$ cat config.mk
export PLATFORM = sky130hd
export DESIGN_NAME = ex_stage
export DESIGN_NICKNAME = d
export VERILOG_FILES = /design/src/rtl/ex_stage.sv
export SDC_FILE = /design/constraint.sdc
export NUM_CORES = 1
export LEC_CHECK = 0
export CAP_MARGIN = 20
export CORE_ASPECT_RATIO = 1.75
export CORE_MARGIN = 3
export CORE_UTILIZATION = 61
export DETAILED_ROUTE_END_ITERATION = 12
export PLACE_DENSITY = 0.92
export SYNTH_ARGS = -nofsm -noshare
export SYNTH_HDL_FRONTEND = slang
export SYNTH_SLANG_ARGS = --single-unit
$ cat constraint.sdc
create_clock -name clk -period 4.25 [get_ports clk]
set_clock_uncertainty 0.1 [all_clocks]
set_input_delay 1.0625 -clock clk [delete_from_list [all_inputs] [get_ports clk]]
set_output_delay 1.0625 -clock clk [all_outputs]
set_load 0.01 [all_outputs]
$ cat src/rtl/ex_stage.sv
// Execute stage: single-cycle ALU plus an iterative multiply/divide unit
// that stalls upstream for DATA_W+1 cycles and feeds registered results to MEM.
module ex_stage #(
    parameter int DATA_W = 32,
    parameter int ADDR_W = 5
) (
    input  logic              clk,
    input  logic              rst_n,
    input  logic              e_valid_i,
    input  logic [3:0]        e_alu_op_i,
    input  logic [DATA_W-1:0] e_op_a_i,
    input  logic [DATA_W-1:0] e_op_b_i,
    input  logic [DATA_W-1:0] e_store_val_i,
    input  logic [ADDR_W-1:0] e_des_r_i,
    input  logic              e_write_reg_i,
    input  logic              e_mem_to_reg_i,
    input  logic              e_write_mem_i,
    output logic              stall_o,
    output logic              m_write_reg_o,
    output logic              m_mem_to_reg_o,
    output logic              m_write_mem_o,
    output logic [DATA_W-1:0] alu_result_o,
    output logic [DATA_W-1:0] write_mem_val_o,
    output logic [ADDR_W-1:0] m_des_r_o
);

    localparam int CNT_W = $clog2(DATA_W + 1);

    typedef enum logic [1:0] {IDLE, BUSY, DONE} state_t;

    state_t              r_state, w_state_nxt;
    logic [CNT_W-1:0]    r_cnt_p1;
    logic [3:0]          r_op_p0;
    logic                r_wr_p0, r_mtr_p0, r_wm_p0;
    logic [ADDR_W-1:0]   r_des_p0;
    logic [DATA_W-1:0]   r_st_p0;
    logic [DATA_W-1:0]   r_acc_p1;
    logic [DATA_W-1:0]   r_x_p1;
    logic [DATA_W-1:0]   r_y_p1;
    logic                w_is_multi;
    logic [DATA_W-1:0]   w_multi_res;

    function automatic logic [DATA_W-1:0] alu_single(
        input logic [3:0]        op,
        input logic [DATA_W-1:0] a,
        input logic [DATA_W-1:0] b
    );
        logic signed [DATA_W-1:0] sa;
        logic signed [DATA_W-1:0] sb;
        sa = a;
        sb = b;
        case (op)
            4'd0:    return a + b;
            4'd1:    return a - b;
            4'd2:    return a & b;
            4'd3:    return a | b;
            4'd4:    return a ^ b;
            4'd5:    return ~(a | b);
            4'd6:    return (sa < sb) ? DATA_W'(1) : '0;
            4'd7:    return (a < b) ? DATA_W'(1) : '0;
            4'd8:    return a << b[4:0];
            4'd9:    return a >> b[4:0];
            4'd10:   return sa >>> b[4:0];
            4'd11:   return b << 16;
            4'd15:   return b;
            default: return '0;
        endcase
    endfunction

    // One restoring-divide step: returns {remainder, quotient/dividend}.
    function automatic logic [2*DATA_W-1:0] div_step(
        input logic [DATA_W-1:0] rem,
        input logic [DATA_W-1:0] quo,
        input logic [DATA_W-1:0] dvs
    );
        logic [DATA_W:0] sh;
        logic [DATA_W:0] diff;
        sh   = {rem, quo[DATA_W-1]};
        diff = sh - {1'b0, dvs};
        if (!diff[DATA_W])
            return {diff[DATA_W-1:0], quo[DATA_W-2:0], 1'b1};
        else
            return {sh[DATA_W-1:0], quo[DATA_W-2:0], 1'b0};
    endfunction

    assign w_is_multi  = (e_alu_op_i == 4'd12) || (e_alu_op_i == 4'd13) ||
                         (e_alu_op_i == 4'd14);
    assign w_multi_res = (r_op_p0 == 4'd13) ? r_x_p1 : r_acc_p1;
    assign stall_o     = rst_n && (((r_state == IDLE) && e_valid_i && w_is_multi) ||
                                   (r_state == BUSY));

    always_comb begin
        w_state_nxt = r_state;
        case (r_state)
            IDLE:    if (e_valid_i && w_is_multi) w_state_nxt = BUSY;
            BUSY:    if (r_cnt_p1 == CNT_W'(DATA_W - 1)) w_state_nxt = DONE;
            DONE:    w_state_nxt = IDLE;
            default: w_state_nxt = IDLE;
        endcase
    end

    always_ff @(posedge clk or negedge rst_n) begin
        if (!rst_n) r_state <= IDLE;
        else        r_state <= w_state_nxt;
    end

    always_ff @(posedge clk or negedge rst_n) begin
        if (!rst_n) begin
            r_cnt_p1        <= '0;
            r_op_p0         <= '0;
            r_wr_p0         <= 1'b0;
            r_mtr_p0        <= 1'b0;
            r_wm_p0         <= 1'b0;
            r_des_p0        <= '0;
            r_st_p0         <= '0;
            r_acc_p1        <= '0;
            r_x_p1          <= '0;
            r_y_p1          <= '0;
            m_write_reg_o   <= 1'b0;
            m_mem_to_reg_o  <= 1'b0;
            m_write_mem_o   <= 1'b0;
            alu_result_o    <= '0;
            write_mem_val_o <= '0;
            m_des_r_o       <= '0;
        end else begin
            case (r_state)
                IDLE: begin
                    if (e_valid_i && w_is_multi) begin
                        r_op_p0  <= e_alu_op_i;
                        r_wr_p0  <= e_write_reg_i;
                        r_mtr_p0 <= e_mem_to_reg_i;
                        r_wm_p0  <= e_write_mem_i;
                        r_des_p0 <= e_des_r_i;
                        r_st_p0  <= e_store_val_i;
                        r_cnt_p1 <= '0;
                        r_acc_p1 <= '0;
                        r_x_p1   <= e_op_a_i;
                        r_y_p1   <= e_op_b_i;
                    end
                    if (e_valid_i && !w_is_multi) begin
                        m_write_reg_o   <= e_write_reg_i;
                        m_mem_to_reg_o  <= e_mem_to_reg_i;
                        m_write_mem_o   <= e_write_mem_i;
                        alu_result_o    <= alu_single(e_alu_op_i, e_op_a_i, e_op_b_i);
                        write_mem_val_o <= e_store_val_i;
                        m_des_r_o       <= e_des_r_i;
                    end else begin
                        m_write_reg_o  <= 1'b0;
                        m_mem_to_reg_o <= 1'b0;
                        m_write_mem_o  <= 1'b0;
                    end
                end
                BUSY: begin
                    // MUL: acc += x when y's LSB is set; x walks left, y walks right.
                    if (r_op_p0 == 4'd12) begin
                        r_acc_p1 <= r_acc_p1 + (r_y_p1[0] ? r_x_p1 : '0);
                        r_x_p1   <= r_x_p1 << 1;
                        r_y_p1   <= r_y_p1 >> 1;
                    end else begin
                        {r_acc_p1, r_x_p1} <= div_step(r_acc_p1, r_x_p1, r_y_p1);
                    end
                    r_cnt_p1       <= r_cnt_p1 + CNT_W'(1);
                    m_write_reg_o  <= 1'b0;
                    m_mem_to_reg_o <= 1'b0;
                    m_write_mem_o  <= 1'b0;
                end
                DONE: begin
                    m_write_reg_o   <= r_wr_p0;
                    m_mem_to_reg_o  <= r_mtr_p0;
                    m_write_mem_o   <= r_wm_p0;
                    alu_result_o    <= w_multi_res;
                    write_mem_val_o <= r_st_p0;
                    m_des_r_o       <= r_des_p0;
                end
                default: begin
                    m_write_reg_o  <= 1'b0;
                    m_mem_to_reg_o <= 1'b0;
                    m_write_mem_o  <= 1'b0;
                end
            endcase
        end
    end

endmodule

==> flow_summary.json, run 1 <==
{
  "dp_hpwl_um": 74700,
  "port_buffers": 183,
  "synth_nets": 3267,
  "ctsHoldBuffers": 0,
  "die_y_um": 260.3,
  "synth_ff_type": "dfrtp_1",
  "netlist_area_mm2": 0.02253,
  "yosysMostFrequentCell": "nand2_1",
  "syn_avg_cell_area_um2": 7.574,
  "status": "stopped before the end",
  "synth_seq_cells": 220,
  "ys_warn_count": 0,
  "worst_path_end_type": "register input",
  "grt_max_degree": 87,
  "row_count": 92,
  "io_pins": 184,
  "syn_inst": 2975,
  "yosys-top-cells-area": "dfrtp_1 (24%), ha_1 (9.8%), nand2_1 (7.7%)",
  "synth.yosys.seq_area_share": 0.2443,
  "error": "[ERROR GRT-0232] Routing congestion too high. Check the congestion heatmap in the GUI.",
  "cts_buffers": 23,
  "dpl-instance-area_mm2": 0.02701,
  "place.gp.congestion": 1.407,
  "grtUsageTotal": 0.7092,
  "ys_async_sr_fraction": 1.000,
  "initial_core_util": 0.6214,
  "haltStage": "global routing",
  "cts-root-buf": "clkbuf_16",
  "synth.top_cells.by_count": "nand2_1 (462), nor2_1 (310), a21oi_1 (259)",
  "ys_types": 101,
  "grt-ovfl-total": 6,
  "post-place-ws_ns": -0.6438,
  "yosysTopAreaCellShare": 0.2443,
  "die_w_um": 151.3,
  "yosys.area.top_type": "dfrtp_1",
  "synth_edf_count": 0,
  "cts_sinks": 220,
  "htreeDepth": 1,
  "grt_repair_worst_endpoint": "alu_result_o[28]$_DFFE_PN0P_/D",
  "clock_path_buffers": 3
}
[routing by layer]
layer / overflow / global-route usage
met3: 0 / 0.6136
met1: 2 / 0.6897
met2: 2 / 0.8429
met5: 0 / 0.4474
met4: 2 / 0.6699
[metrics by stage]
step / instances / setup TNS [ns]
after floorplan: 2975 / -0.006041
after CTS: 3836 / 0
after global placement: 3795 / -6.862
after detailed placement: 3795 / -8.892
[logic make-up after synthesis]
kind of cell,after synthesis,synth area share
flops,220,0.2443
xor+xnor,60,0.02332
mux,135,0.07346
compound gates,1000,0.2925
buf+inv,342,0.06314
simple gates,1037,0.2014
fa+ha+maj,181,0.1018
[repair_timing]
action                     4_1_cts
pin swaps                        1
setup endpoints to repair        3
hold endpoints to repair         0
setup buffers                    0
resized for setup                3
==> run 2: changes to the inputs <==
Settings changed: CORE_ASPECT_RATIO 1.75 to not set, CORE_UTILIZATION 61 to 40, PLACE_DENSITY 0.92 to not set, PLACE_DENSITY_LB_ADDON set to 0.15.
==> flow_summary.json, run 2 <==
{
  "critPathRequiredTime_ns": 4.61,
  "antennaDiodeCount": 0,
  "grt_pass1_wl_um": 155600,
  "netlist_area_mm2": 0.02253,
  "rsz0062_at_grt": "true",
  "power_leakage_nw": 13.30,
  "synth_fa_ha_area_frac": 0.1018,
  "power_frac_clock": 0.168,
  "vdd_drop_max_uv": 1106,
  "syn_avg_cell_area_um2": 7.574,
  "wirelength_um": 105100,
  "via_per_inst": 6.015,
  "maxCapViolations": 0,
  "arrival_ns": 4.52,
  "r2r_start": "r_y_p1[0]",
  "p_switching_mw": 6.836,
  "yosys.area.top_type": "dfrtp_1",
  "cts-root-buf": "clkbuf_16",
  "stdcell_area_mm2": 0.02914,
  "yosysTopAreaCellShare": 0.2443,
  "crit_type": "input port to flop",
  "io_pins": 184,
  "fin_setup_tns_ns": 0,
  "setup_viol": 0,
  "worstHoldStart": "r_op_p0[3]",
  "dpl-instance-area_mm2": 0.02805,
  "synth_top_family_by_area": "compound AO/OA/AOI/OAI gates",
  "ys_warn_count": 0,
  "synth.top_cells.by_count": "nand2_1 (462), nor2_1 (310), a21oi_1 (259)",
  "grt_pass1_vias": 24190,
  "synth_seq_cells": 220,
  "max_freq_ghz": 0.2401,
  "fillCellCount": 5372,
  "grt-ovfl-total": 0,
  "status": "complete, no violations",
  "synth_xor_area_frac": 0.02332,
  "area_delta_synth_final_pct": 29.31,
  "clkLatencyLatePin_ns": 0.58,
  "worst_pin_slew_ns": 1.016,
  "reg2reg_setup_slack_ns": 0.44,
  "layout_min_cycle_time_ns": 4.166,
  "yosysMostFrequentCell": "nand2_1",
  "yosys-top-cells-area": "dfrtp_1 (24%), ha_1 (9.8%), nand2_1 (7.7%)",
  "mostFrequentLayoutCell": "nand2_1",
  "synth_ff_type": "dfrtp_1",
  "initial_core_util": 0.4066,
  "grt_max_degree": 167,
  "worstHoldPathCells": 1,
  "p_comb_frac": 0.592,
  "place.gp.congestion": 1.033,
  "maxSlewHeadroom": 0.3211,
  "cts_sinks": 220,
  "final_cell_mix": "nand2_1 (462), buf_4 (444), nor2_1 (306)",
  "ys_types": 101,
  "p_per_area_mw_per_mm2": 521.8,
  "core_area_mm2": 0.05542,
  "row_count": 86,
  "pwr-share-seq": 0.240,
  "utilization": 0.5258,
  "dp_hpwl_um": 83610,
  "htreeDepth": 1,
  "start_kind": "input port",
  "r2r-end": "r_acc_p1[30]",
  "crit_path_end_kind": "flop",
  "wl_per_cell_um": 24.97,
  "drv_slew": 0,
  "sw_frac_of_total": 0.4497,
  "vias": 25307,
  "synth.yosys.seq_area_share": 0.2443,
  "clk_pin_slew_ns": 0.07,
  "synth_compound_area_frac": 0.2925,
  "ys_async_sr_fraction": 1.000,
  "ctsHoldBuffers": 0,
  "fin_nets": 3730,
  "total_power_mw": 15.20,
  "drive_gt1_frac": 0.1775,
  "reg2reg_depth": 13,
  "drt_iter0_drc": 2876,
  "tritoncts": "yes",
  "dp_cells": 4157,
  "yosys.area_share.simple": 0.2014,
  "port_buffers": 183,
  "finalCritPeriodShare": 0.9801,
  "drt_pass1_iterations": 8,
  "hold_viol_final": 0,
  "crit_fanout": 5,
  "synth.area.mux_share": 0.07346,
  "min_to": "r_op_p0[3]",
  "grtUsageTotal": 0.3416,
  "final_cell_count_no_fill": 4207,
  "synth_edf_count": 0,
  "synth_nets": 3267,
  "p_int_mw": 8.367,
  "postRouteAntennaNets": 0,
  "cts_buffers": 27,
  "syn_inst": 2975,
  "antenna_found_initial": 0,
  "dieArea_mm2": 0.05922,
  "die_y_um": 243.3,
  "die_w_um": 243.3,
  "drc": 0,
  "clock_path_buffers": 3,
  "cts_setup_buffers": 0,
  "hold_class": "flop to flop"
}
-- run 2: cell counts after synthesis --
No cell type changed its count.
-- run 2: worst max path at each step --
stage,cells after the start,start,endpoint,slack (ns)
6_report,15,e_op_a_i[0],alu_result_o[0],0.08
3_3_place_gp,15,e_op_a_i[0],alu_result_o[0],-0.59
4_1_cts,15,e_op_a_i[0],alu_result_o[0],0.003
5_1_grt,15,e_op_a_i[0],alu_result_o[0],-0.07
3_5_place_dp,14,e_op_a_i[0],alu_result_o[22],-0.66
2_1_floorplan,15,e_op_b_i[2],alu_result_o[0],-0.006
-- run 2: metal layers --
| layer | vias up | part of all wire | routed length, um | global-route usage |
|---|---|---|---|---|
| met2 | 1057 | 0.43 | 45270 | 0.5180 |
| li1 | 11762 | - | - | - |
| met4 | 0 | 0.037 | 3835 | 0.1105 |
| met1 | 12338 | 0.45 | 47660 | 0.4989 |
| met3 | 150 | 0.079 | 8291 | 0.04865 |
| met5 | - | 0 | 0 | 0 |
-- run 2: worst max-delay path: stages --
cell	delay, ns
clkdlybuf4s50_1	0.49
inv_1	0.06
ha_2	0.20
fa_2	0.34
or2_4	0.28
a221oi_4	0.32
o211ai_2	0.17
a2111oi_2	0.32
buf_4	0.19
o32ai_4	0.11
o21bai_2	0.18
a31oi_2	0.13
or4_1	0.42
a21oi_1	0.14
o31ai_1	0.08
-- run 2: layout make-up --
type                            count  area [um^2]  area share
Timing Repair Buffer              638         5384      0.1848
Tap cell                          748        935.9     0.03212
Clock inverter                      7        133.9    0.004595
Clock buffer                       43        855.8     0.02937
Sequential cell                   220         5505      0.1889
Inverter                          138        521.8     0.01791
Multi-Input combinational cell   2413        15800      0.5423
-- run 2: power groups by stage --
| stage | registers (mW) | clock network (mW) | logic [mW] |
|---|---|---|---|
| 2_1_floorplan | 3.46 | 0 | 5.86 |
| 3_3_place_gp | 3.63 | 0 | 8.66 |
| 3_5_place_dp | 3.65 | 0 | 8.80 |
| 4_1_cts | 3.62 | 2.60 | 8.87 |
| 5_1_grt | 3.75 | 2.68 | 9.83 |
| 6_report | 3.64 | 2.56 | 9.00 |
-- run 2: cell families after synthesis --
logic type               after synthesis
XOR/XNOR                              60
adder cells (fa/ha/maj)              181
multiplexers                         135
AO/OA/AOI/OAI                       1000
flip-flops                           220
buffers and inverters                342
AND/OR/NAND/NOR                     1037
-- run 2: what timing repair did --
item,4_1_cts,5_1_grt
pin swaps,5,5
endpoints found under the setup margin,4,18
resized for setup,8,19
-- run 2: through the flow --
step / hold WS (ns) / setup slack (ns)
after detailed placement: 0.3583 / -0.6570
after global placement: 0.3519 / -0.5894
after floorplan: 0.3346 / -0.006041
final: 0.3719 / 0.08449
after CTS: 0.3730 / 0.003206
after global routing: 0.3934 / -0.07079
Power figures use the tool's default switching activity.
==> run 3: changes to the inputs <==
Settings changed: PLACE_DENSITY set to 0.63, PLACE_DENSITY_LB_ADDON 0.15 to not set, SLEW_MARGIN set to 20.
==> flow_summary.json, run 3 (synthesized netlist as in run 2, its figures left out) <==
{
  "core_area_mm2": 0.05542,
  "drt_iter0_drc": 2882,
  "antennaDiodeCount": 0,
  "fin_nets": 3776,
  "die_y_um": 243.3,
  "row_count": 86,
  "port_buffers": 183,
  "wl_per_cell_um": 25.28,
  "drive_gt1_frac": 0.1882,
  "via_per_inst": 6.073,
  "final_cell_mix": "buf_4 (484), nand2_1 (461), nor2_1 (306)",
  "io_pins": 184,
  "critPathRequiredTime_ns": 4.62,
  "max_freq_ghz": 0.2390,
  "crit_fanout": 5,
  "grt_max_degree": 75,
  "wirelength_um": 107400,
  "htreeDepth": 1,
  "hold_viol_final": 0,
  "setup_viol": 0,
  "die_w_um": 243.3,
  "drc": 0,
  "grt_pass1_vias": 24462,
  "grt-ovfl-total": 0,
  "cts_sinks": 220,
  "finalCritPeriodShare": 0.9845,
  "grt_pass1_wl_um": 159000,
  "dpl-instance-area_mm2": 0.02847,
  "r2r_start": "r_acc_p1[4]",
  "clk_pin_slew_ns": 0.09,
  "cts-root-buf": "clkbuf_16",
  "crit_path_end_kind": "flop",
  "crit_type": "input port to flop",
  "place.gp.congestion": 1.024,
  "layout_min_cycle_time_ns": 4.184,
  "worstSetupEndpoint": "alu_result_o[28]",
  "clkLatencyLatePin_ns": 0.58,
  "initial_core_util": 0.4066,
  "maxCapViolations": 0,
  "dieArea_mm2": 0.05922,
  "mostFrequentLayoutCell": "buf_4",
  "drt_pass1_iterations": 7,
  "startpoint": "e_op_b_i[6]",
  "vias": 25803,
  "reg2reg_depth": 10,
  "postRouteAntennaNets": 0,
  "cts_buffers": 27,
  "start_kind": "input port",
  "setup_slack_ns": 0.06593,
  "p_per_area_mw_per_mm2": 509.2,
  "status": "complete, no violations",
  "clock_path_buffers": 3,
  "arrival_ns": 4.56,
  "drv_slew": 0,
  "reg2reg_setup_slack_ns": 0.40,
  "vdd_drop_max_uv": 1256,
  "post-place-ws_ns": -0.8137,
  "maxSlewHeadroom": 0.3391,
  "worst_pin_slew_ns": 0.9890,
  "area_delta_synth_final_pct": 30.71,
  "tritoncts": "yes",
  "power_leakage_nw": 13.52,
  "r2r-end": "r_acc_p1[27]",
  "antenna_found_initial": 0,
  "hold_class": "input port to async pin",
  "dp_hpwl_um": 85650,
  "stdcell_area_mm2": 0.02945,
  "grtUsageTotal": 0.3508
}
## run 3: repair_timing
action | CTS | global route
endpoints found under the setup margin | 3 | 13
setup buffers | 0 | 0
pin swaps | 0 | 4
gates resized for setup | 10 | 20
hold buffers | 0 | 0
## run 3: through the flow
step | TNS (ns) | util | instances | power, mW | hold WS, ns
after floorplan | -0.006041 | - | 2975 | 9.321 | 0.3346
after global placement | -9.867 | 0.5137 | 4203 | 12.25 | 0.3505
after detailed placement | -10.06 | 0.5137 | 4203 | 12.45 | 0.3526
after CTS | 0 | 0.5299 | 4249 | 14.84 | 0.2594
after global routing | -0.007232 | 0.5315 | 4249 | 16.02 | 0.2916
final | 0 | 0.5315 | 4249 | 15.00 | 0.2687
## run 3: layout make-up
class | count | area (um^2)
multi-input combinational | 2413 | 15810
timing repair buffer | 684 | 5804
clock buffer | 33 | 748.2
fill | 5426 | 25960
sequential | 220 | 5505
clock inverter | 13 | 122.6
inverter | 138 | 521.8
tap | 748 | 935.9
## run 3: how the worst min path moves through the flow
stage | start | slack [ns] | depth (start not counted) | endpoint
6_report | rst_n | 0.27 | 1 | alu_result_o[17]
5_1_grt | rst_n | 0.29 | 1 | write_mem_val_o[22]
4_1_cts | rst_n | 0.26 | 1 | alu_result_o[17]
3_5_place_dp | r_op_p0[2] | 0.35 | 1 | r_op_p0[2]
3_3_place_gp | r_op_p0[3] | 0.35 | 1 | r_op_p0[3]
2_1_floorplan | r_op_p0[3] | 0.33 | 1 | r_op_p0[3]
## run 3: critical path, cell delays in order
cell and delay (ns):
clkdlybuf4s50_1 0.56, inv_1 0.11, ha_1 0.21, nor2b_1 0.15, or4_1 0.50, o211ai_2 0.30, a2111oi_2 0.11, buf_4 0.16
o32ai_4 0.34, o21bai_2 0.14, a31oi_2 0.22, buf_4 0.15, mux2_2 0.32, o31ai_1 0.21
## run 3: metal layers
metal	share of wire	global-route usage	up-vias	wire length, um
met5	0	0	-	0
met4	0.042	0.1274	0	4502
met3	0.093	0.06075	183	10010
met2	0.43	0.5273	1266	45870
met1	0.44	0.5041	12503	47050
li1	-	-	11851	-
## run 3: report_power, final
group,switching (mW),internal (mW)
Sequential,0.759,2.86
Clock,1.01,1.32
Combinational,5.10,3.96
